<file path="config.mk">
export PLATFORM = sky130hd
export DESIGN_NAME = fetch_unit
export DESIGN_NICKNAME = d
export VERILOG_FILES = /design/src/rtl/fetch_unit.sv
export SDC_FILE = /design/constraint.sdc
export NUM_CORES = 1
export LEC_CHECK = 0
export ABC_AREA = 1
export CAP_MARGIN = 0
export CORE_MARGIN = 3
export CORE_UTILIZATION = 52
export DETAILED_ROUTE_END_ITERATION = 7
export MAX_ROUTING_LAYER = met4
export PLACE_DENSITY_LB_ADDON = 0.1
export RECOVER_POWER = 100
export SYNTH_ARGS = -nofsm -noshare
export SYNTH_HDL_FRONTEND = slang
export SYNTH_SLANG_ARGS = --single-unit
</file>
<file path="constraint.sdc">
create_clock -name clk -period 3 [get_ports clk]
set_input_delay 0.45 -clock clk [delete_from_list [all_inputs] [get_ports clk]]
set_output_delay 0.45 -clock clk [all_outputs]
set_load 0.05 [all_outputs]
</file>
<file path="src/rtl/fetch_unit.sv">
// Instruction-fetch stage: owns the PC, reads one 16-bit word per fetch from a
// synchronous-read RAM and holds it for the decoder. Optional macro: FETCH_LINK_EN (link_addr output).
module fetch_unit #(
    parameter int                ADDR_W   = 16,
    parameter logic [ADDR_W-1:0] RESET_PC = '0,
    parameter int                RAM_LAT  = 1
) (
    input  logic              clk,
    input  logic              reset,
    output logic [ADDR_W-1:0] mem_addr,
    output logic              mem_rd_en,
    input  logic [15:0]       mem_rdata,
    input  logic              en_pc,
    input  logic              pc_mux_en,
    input  logic              abs_sel,
    input  logic [7:0]        disp,
    input  logic [ADDR_W-1:0] jmp_addr,
    output logic [15:0]       instr,
    output logic              instr_valid,
`ifdef FETCH_LINK_EN
    output logic [ADDR_W-1:0] pc,
    output logic [ADDR_W-1:0] link_addr
`else
    output logic [ADDR_W-1:0] pc
`endif
);

    typedef enum logic [1:0] {
        S_REQ  = 2'd0,
        S_WAIT = 2'd1,
        S_HOLD = 2'd2
    } state_t;

    localparam logic [1:0] LAT_INIT = 2'(RAM_LAT - 1);

    state_t            state_q;
    logic [ADDR_W-1:0] pc_q;
    logic [ADDR_W-1:0] pc_d;
    logic [ADDR_W-1:0] addr_q;
    logic              rd_en_q;
    logic [15:0]       instr_q;
    logic              valid_q;
    logic [1:0]        lat_q;
`ifdef FETCH_LINK_EN
    logic [ADDR_W-1:0] link_q;
`endif

    // Branch target arithmetic wraps naturally at ADDR_W bits.
    always_comb begin
        pc_d = pc_q + ADDR_W'(1);
        if (pc_mux_en) begin
            if (abs_sel) begin
                pc_d = jmp_addr;
            end else begin
                pc_d = pc_q + {{(ADDR_W-8){disp[7]}}, disp};
            end
        end
    end

    always_ff @(posedge clk or posedge reset) begin
        if (reset) begin
            state_q <= S_REQ;
            pc_q    <= RESET_PC;
            addr_q  <= RESET_PC;
            rd_en_q <= 1'b0;
            instr_q <= 16'h0000;
            valid_q <= 1'b0;
            lat_q   <= 2'd0;
`ifdef FETCH_LINK_EN
            link_q  <= RESET_PC;
`endif
        end else begin
            case (state_q)
                // Strobe is raised on entry from HOLD; after reset it is
                // raised on the first edge so reset itself keeps it low.
                S_REQ: begin
                    if (!rd_en_q) begin
                        rd_en_q <= 1'b1;
                    end else begin
                        rd_en_q <= 1'b0;
                        lat_q   <= LAT_INIT;
                        state_q <= S_WAIT;
                    end
                end
                S_WAIT: begin
                    if (lat_q == 2'd0) begin
                        instr_q <= mem_rdata;
                        valid_q <= 1'b1;
                        state_q <= S_HOLD;
                    end else begin
                        lat_q <= lat_q - 2'd1;
                    end
                end
                S_HOLD: begin
                    if (en_pc) begin
                        valid_q <= 1'b0;
                        pc_q    <= pc_d;
                        addr_q  <= pc_d;
                        rd_en_q <= 1'b1;
                        state_q <= S_REQ;
`ifdef FETCH_LINK_EN
                        if (pc_mux_en) begin
                            link_q <= pc_q + ADDR_W'(1);
                        end
`endif
                    end
                end
                default: begin
                    state_q <= S_REQ;
                    rd_en_q <= 1'b0;
                end
            endcase
        end
    end

    assign mem_addr    = addr_q;
    assign mem_rd_en   = rd_en_q;
    assign instr       = instr_q;
    assign instr_valid = valid_q;
    assign pc          = pc_q;
`ifdef FETCH_LINK_EN
    assign link_addr   = link_q;
`endif

endmodule

</file>
# ---- After elaboration in Yosys (flattened, before gate mapping)
# Index checks and enable logic that the tools add are counted.
dict set report word_totals {
  in_bits 45
  word_cells 41
  out_inout_bits 50
  register_bits 38
}
dict set report classes {
  n_eq_ne 6
  bitwise_logic 1
  add_sub_neg 3
  n_mux 15
  reduce_logical 10
}
# cell n
set op_table {}
lappend op_table {{$mux W16} 2}
lappend op_table {{$add A16 B1 Y16 const B} 1}
lappend op_table {{$add A16 B16 Y16} 1}
lappend op_table {{$mux W2} 5}
lappend op_table {{$reduce_and A3 Y1} 3}
lappend op_table {{$ne A2 B2 Y1 const B} 4}
lappend op_table {{$pmux W2 S3} 1}
lappend op_table {{$reduce_and A2 Y1} 3}
lappend op_table {{$logic_not A2 Y1} 2}
lappend op_table {{$mux W1} 4}
lappend op_table {{$pmux W2 S2} 1}
lappend op_table {{$reduce_bool A2 Y1} 2}
lappend op_table {{$pmux W1 S3} 1}
lappend op_table {{$eq A2 B1 Y1 const B} 1}
lappend op_table {{$eq A2 B2 Y1 const B} 1}
lappend op_table {{$pmux W1 S2} 1}
lappend op_table {{$sub A2 B1 Y2 const B} 1}
lappend op_table {{$not A1 Y1} 1}

# ---- Longest topological paths before layout
# Gate-level depths: netlist (run 1).
dict set report logic_depth {
  word_depth 3
  depth_mapped 12
  depth_no_buf 12
}

# ---- Worst setup path after synthesis (run 1)
# OpenSTA, ideal clock, no wires.
dict set report synth_path {
  path_kind {reg2reg}
  startpoint {reg mem_addr[0] (netlist name)}
  endpoint {reg addr_q[8], in the netlist mem_addr[8]}
  slack_ps 898
  t_required_ps 2877
  n_path_buf 0
  setup_time_ps 123
  period_less_slack_ps 2102
  arrival_ps 1979
  stages_incl_launch_ff 12
  path_cell_list {dfrtp_1 ha_1 fa_1 nand2_1 nand2_1 and2_1 nand2_1 nand2_1 xnor2_1 nand2_1 nand2_1 a21oi_1}
}
# item line
set synth_rtl {}
lappend synth_rtl {{end signal: assignment} 98} ;# addr_q <= pc_d;
lappend synth_rtl {{end: declaration} 39} ;# logic [ADDR_W-1:0] addr_q;

# ---- Worst setup path after layout (run 1)
dict set report layout_path {
  startpoint {in disp[7]}
  endpoint {reg addr_q[13], in the netlist mem_addr[13]}
}
dict set report layout_via {
  elab_chain_cells 3
}
# item line
set layout_lines {}
lappend layout_lines {{start: declaration} 16} ;# input logic [7:0] disp,
lappend layout_lines {{$add A16 B16 Y16} 55} ;# pc_d = pc_q + {{(ADDR_W-8){disp[7]}}, disp};
lappend layout_lines {{$mux W16} 52} ;# if (abs_sel) begin
lappend layout_lines {{$mux W16} 51} ;# if (pc_mux_en) begin
# Every way passes these cells.
# A chain may end at the register's enable or synchronous reset.

==> results of run 1 <==
[worst max path at each step]
stage / cells after the start / end
floorplan: 11 / mem_addr[8]
global placement: 12 / mem_addr[15]
detailed placement: 11 / mem_addr[13]
CTS: 11 / mem_addr[13]
global route: 3 / mem_addr[9]
finish: 11 / mem_addr[13]
[routing by layer]
metal  share of wire  global-route usage
met5               0                   -
met4           0.012              0.0360
met1            0.43               0.323
met3           0.063              0.0343
met2            0.49               0.404
[sequential cells by signal, indices dropped and copies added (netlist names)]
| register | flops |
|---|---|
| mem_rd_en | 1 |
| lat_q | 2 |
| instr_valid | 1 |
| state_q | 2 |
| mem_addr | 16 |
| instr | 16 |
[cells by family (layout without fill, tap and decap cells)]
| kind of cell | after synthesis | in the layout |
|---|---|---|
| simple gates | 279 | 279 |
| buf+inv | 98 | 178 |
| flops | 38 | 38 |
| compound gates | 59 | 59 |
| fa+ha+maj | 18 | 18 |
| xor+xnor | 6 | 6 |
[worst reg2reg max path, stage by stage (launching register included)]
cell,delay [ns]
dfrtp_1,0.40
inv_1,0.08
nor2_1,0.13
inv_1,0.12
nor2_4,0.08
clkbuf_1,0.53
inv_1,0.46
nand2_1,0.18
nand2_1,0.07
[metrics by stage]
step | util | power (mW)
finish | 0.730 | 4.95
global route | 0.730 | 5.35
CTS | 0.731 | 5.11
detailed placement | 0.713 | 4.67
global placement | 0.713 | 4.61
floorplan | - | 3.72
[Yosys cell counts, drive strengths merged]
cell / number / area, um2
o21a: 1 / 7.51
nand3: 35 / 180
a21boi: 4 / 30.0
nor3: 7 / 62.6
inv: 72 / 270
o221ai: 1 / 8.76
fa: 1 / 20.0
a31oi: 2 / 12.5
nand2: 173 / 652
or2: 4 / 25.0
clkinv: 1 / 3.75
xor2: 3 / 26.3
ha: 17 / 213
clkbuf: 2 / 7.51
nor2: 55 / 221
o21ai: 17 / 85.1
o211ai: 2 / 15.0
dfrtp: 38 / 951
a21o: 1 / 7.51
xnor2: 3 / 26.3
nand4: 4 / 25.0
and2: 1 / 6.26
a21oi: 27 / 135
a22oi: 3 / 22.5
a2bb2oi: 1 / 8.76
buf: 23 / 168
[power breakdown]
group	switching, mW	internal [mW]
Sequential	0.298	0.757
Clock	0.172	0.249
Combinational	2.40	1.07
Total	2.87	2.08
[final cells by class]
class                           count  area, um2  share of cell area
Tap cell                           72       90.1              0.0216
Clock inverter                      1       30.0             0.00721
Inverter                           73        274              0.0657
Multi-Input combinational cell    362       1790               0.430
Sequential cell                    38        951               0.228
Timing Repair Buffer               97        956               0.229
Clock buffer                        7       76.3              0.0183
==> impl_metrics.tcl, run 1 <==
set metrics [dict create \
    clk_latency_ns 0.28 \
    vdd_drop_max_mv 0.686 \
    synthDistinctLibCells 36 \
    numCtsBuffers 5 \
    rsz0062_at_grt "false" \
    status "complete, no violations" \
    diodes 0 \
    setup-tns-final_ns 0 \
    mostFrequentLayoutCells "172 x nand2_1, 70 x inv_1, 55 x dlygate4sd3_1" \
    finalSetupViolCount 0 \
    drt-total-wl_um 8390 \
    powerDensity_nw_per_um2 1190 \
    cts_hold_buffers 0 \
    finalInstanceArea_um2 4170 \
    finClkSkew_ns 0.00499 \
    wl_per_cell_um 12.9 \
    hold_viol 0 \
    r2r_start "state_q[0]" \
    synth_area_per_cell_um2 6.41 \
    die-width_um 84.3 \
    grt_max_degree 28 \
    route.antenna.remaining_nets 0 \
    ys_ff_latch 38 \
    crit_required_ns 3.19 \
    fin_crit_ns 2.35 \
    antenna_found_initial 0 \
    dp_hpwl_um 6510 \
    syn_nets 561 \
    grt_pass1_vias 2963 \
    vias 3354 \
    synth.mux.area_fraction 0 \
    min-delay-start "instr[10]" \
    finalMaxSlewViolations 0 \
    path_class "in -> reg" \
    mappedNetlistArea_um2 3190 \
    fillCellCount 498 \
    synth-xor-area-share 0.0165 \
    yosys.area_share.simple 0.367 \
    vias_per_cell 5.16 \
    reg2reg_to "instr[4]" \
    synth_fa_ha_area_frac 0.0729 \
    final_common_cell "nand2_1" \
    placed_area_um2 4070 \
    final_cells 650 \
    hp-class "reg -> reg" \
    maxSlewHeadroom 0.170 \
    worst_pin_slew_ns 1.24 \
    clock_sinks 38 \
    port_buffers 94 \
    period_share 0.782 \
    hold_end "instr[10]" \
    cts_tree "yes" \
    clk_pin_slew_worst_paths_ns 0.08 \
    fin_nets 640 \
    r2r_cells 8 \
    gr-total-overflow 0 \
    initial_utilization 0.559 \
    crit_family "buffers and inverters" \
    postCtsSetupBuffers 0 \
    maxCapViolations 0 \
    dpl_worst_slack_ns 0.511 \
    crit_chain "dlygate4sd3_1 -> ha_1 -> nand2_1 -> inv_1 -> nand2_1 -> nand2_1 -> a21oi_1 -> nand3_1 -> nand3_1 -> nand2_1 -> a21boi_0" \
    worst-path-max-fanout 9 \
    slowest_delay_ns 0.77 \
    ys_seq_area_frac 0.298 \
    io-pin-count 95 \
    critPathSlowestCell "dlygate4sd3_1" \
    holdPathStages 2 \
    num_rows 27 \
    critPathCaptureType "flip-flop" \
    ctsResizeCount 0 \
    final_layout_size_suffix_gt1_frac 0.0311 \
    crit_top_cell "nand2_1" \
    routabilityCongestion 0.897 \
    dieArea_um2 7110 \
    die_y_um 84.3 \
    core_um2 5710 \
    cts_htree_levels 2 \
    place_inst 642 \
    root_buffer "clkbuf_8" \
    syn_inst 498 \
    drc_errors 0 \
    first_pass_iters 5 \
    area_delta_synth_final_pct 30.6 \
    grt_usage 0.243 \
    setup_ws_ns 0.653 \
    reg2reg_slack_ns 0.83 \
    critPathLaunchType "input port" \
    arrival_ns 2.54 \
    hold_ws_ns 0.464 \
    max_freq_mhz 426 \
    grt_pass1_wl_um 13900 \
    p_leak_nw 2.17 \
    synth_top_family_by_area "simple AND/OR/NAND/NOR gates" \
    startpoint "disp[7]" \
    clockBufferDepth 2 \
    ys_warn_count 0 \
    critPathBufInv 2 \
    synth_compound_area_frac 0.104 \
    drt_iter0_drc 295 \
]
Note: power is estimated with default switching activity, not from simulation.
==> run 2, diff against run 1 <==
- CORE_UTILIZATION: 52 -> 48
- clock period: 3 -> 2.3 ns (I/O delays scaled with it)
==> run 2 against run 1 <==
- sequential power increased by 30%
- combinational power is 36% higher
- largest power group unchanged
- first-iteration DRC count shrank 35%
- power up 33%
==> impl_metrics.tcl, run 2 (synthesized netlist as in run 1, its figures left out) <==
set metrics [dict create \
    fin_crit_ns 2.16 \
    numCtsBuffers 5 \
    fin_nets 653 \
    reg2reg_to "mem_addr[8]" \
    clk_latency_ns 0.30 \
    mostFrequentLayoutCells "172 x nand2_1, 71 x inv_1, 54 x nor2_1" \
    drt-total-wl_um 8770 \
    arrival_ns 1.81 \
    r2r_cells 11 \
    port_buffers 94 \
    setup_ws_ns 0.142 \
    hold_ws_ns 0.466 \
    ctsResizeCount 0 \
    wl_per_cell_um 13.1 \
    root_buffer "clkbuf_8" \
    gr-total-overflow 0 \
    grt_max_degree 39 \
    total_power_mw 6.57 \
    route.antenna.remaining_nets 0 \
    grt_pass1_wl_um 14800 \
    busiest_layer "met2" \
    diodes 0 \
    dpl_worst_slack_ns -0.0905 \
    clock_sinks 38 \
    routabilityCongestion 0.881 \
    dieArea_um2 7660 \
    clockBufferDepth 2 \
    io-pin-count 95 \
    first_pass_iters 4 \
    status "complete, no violations" \
    place_inst 660 \
    grt_pass1_vias 3267 \
    num_rows 29 \
    use_met2 0.401 \
    placed_area_um2 4170 \
    critPathBufInv 1 \
    vdd_drop_max_mv 0.969 \
    worst-path-max-fanout 9 \
    crit_family "buffers and inverters" \
    cts_hold_buffers 0 \
    period_share 0.938 \
    die-width_um 87.5 \
    final_layout_size_suffix_gt1_frac 0.0558 \
    use_met1 0.324 \
    vias_per_cell 5.07 \
    drt_iter0_drc 191 \
    critPathSlowestCell "dlygate4sd3_1" \
    worst_pin_slew_ns 0.939 \
    critPathLaunchType "flip-flop" \
    holdPathStages 2 \
    maxCapViolations 0 \
    grt_use_met3 0.0480 \
    rsz0062_at_grt "false" \
    r2r_start "mem_addr[0]" \
    critPathCaptureType "primary output" \
    finalSetupViolCount 0 \
    core_um2 6390 \
    min-delay-start "instr_valid" \
    crit_required_ns 1.96 \
    max_freq_mhz 463 \
    finClkSkew_ns 0.00886 \
    clk_pin_slew_worst_paths_ns 0.08 \
    cts_htree_levels 2 \
    p_leak_nw 2.24 \
    grt_usage 0.250 \
    finalMaxSlewViolations 0 \
    path_class "reg -> out" \
    drc_errors 0 \
    crit_chain "dlygate4sd3_1" \
    initial_utilization 0.500 \
    maxSlewHeadroom 0.374 \
    finalInstanceArea_um2 4260 \
    postCtsSetupBuffers 0 \
    die_y_um 87.5 \
    reg2reg_slack_ns 0.24 \
    final_cells 668 \
    dp_hpwl_um 6890 \
    slowest_delay_ns 0.94 \
    hold_end "instr_valid" \
    final_common_cell "nand2_1" \
    area_delta_synth_final_pct 33.5 \
    powerDensity_nw_per_um2 1540 \
    hold_viol 0 \
    hp-class "reg -> reg" \
    antenna_found_initial 0 \
    cts_tree "yes" \
    vias 3389 \
]
-- run 2: cell types whose count changed in the layout (fill, tap and decap cells not counted), moves of 2 or more --
cell	change
buf_4	+14
clkbuf_1	-3
clkdlybuf4s50_1	+2
dlygate4sd3_1	-3
-- run 2: through the flow --
stage / setup TNS [ns] / utilization
3_5_place_dp: -0.177 / 0.653
6_report: 0 / 0.667
4_1_cts: 0 / 0.668
2_1_floorplan: 0 / -
3_3_place_gp: -0.0452 / 0.653
5_1_grt: 0 / 0.667
-- run 2: power breakdown --
part / total (mW) / leakage (nW) / switching (mW) / internal [mW]
Sequential: 1.37 / 0.448 / 0.385 / 0.988
Clock: 0.487 / 0.0482 / 0.245 / 0.242
Combinational: 4.71 / 1.74 / 3.19 / 1.52
-- run 2: how the worst max path moves through the flow --
| stage | start | cells after the start | end |
|---|---|---|---|
| final | mem_addr[4] | 1 | mem_addr[4] |
| after global routing | mem_addr[4] | 11 | mem_addr[11] |
| after CTS | mem_addr[4] | 1 | mem_addr[4] |
| after detailed placement | disp[7] | 12 | mem_addr[15] |
| after global placement | disp[7] | 12 | mem_addr[15] |
| after floorplan | mem_addr[0] | 11 | mem_addr[8] |
-- run 2: area by class of cell --
cell class / instances / area (um2)
clock inverters: 1 / 5.00
well taps: 77 / 96.3
repair buffers: 110 / 1060
flip-flops and latches: 38 / 951
fillers: 594 / 2130
clock buffers: 7 / 86.3
inverters: 73 / 274
multi-input cells: 362 / 1790
-- run 2: routing by layer --
metal / part of all wire / routed length [um]
met1: 0.46 / 4050
met2: 0.46 / 4010
met3: 0.066 / 580
met4: 0.015 / 129
met5: 0 / 0
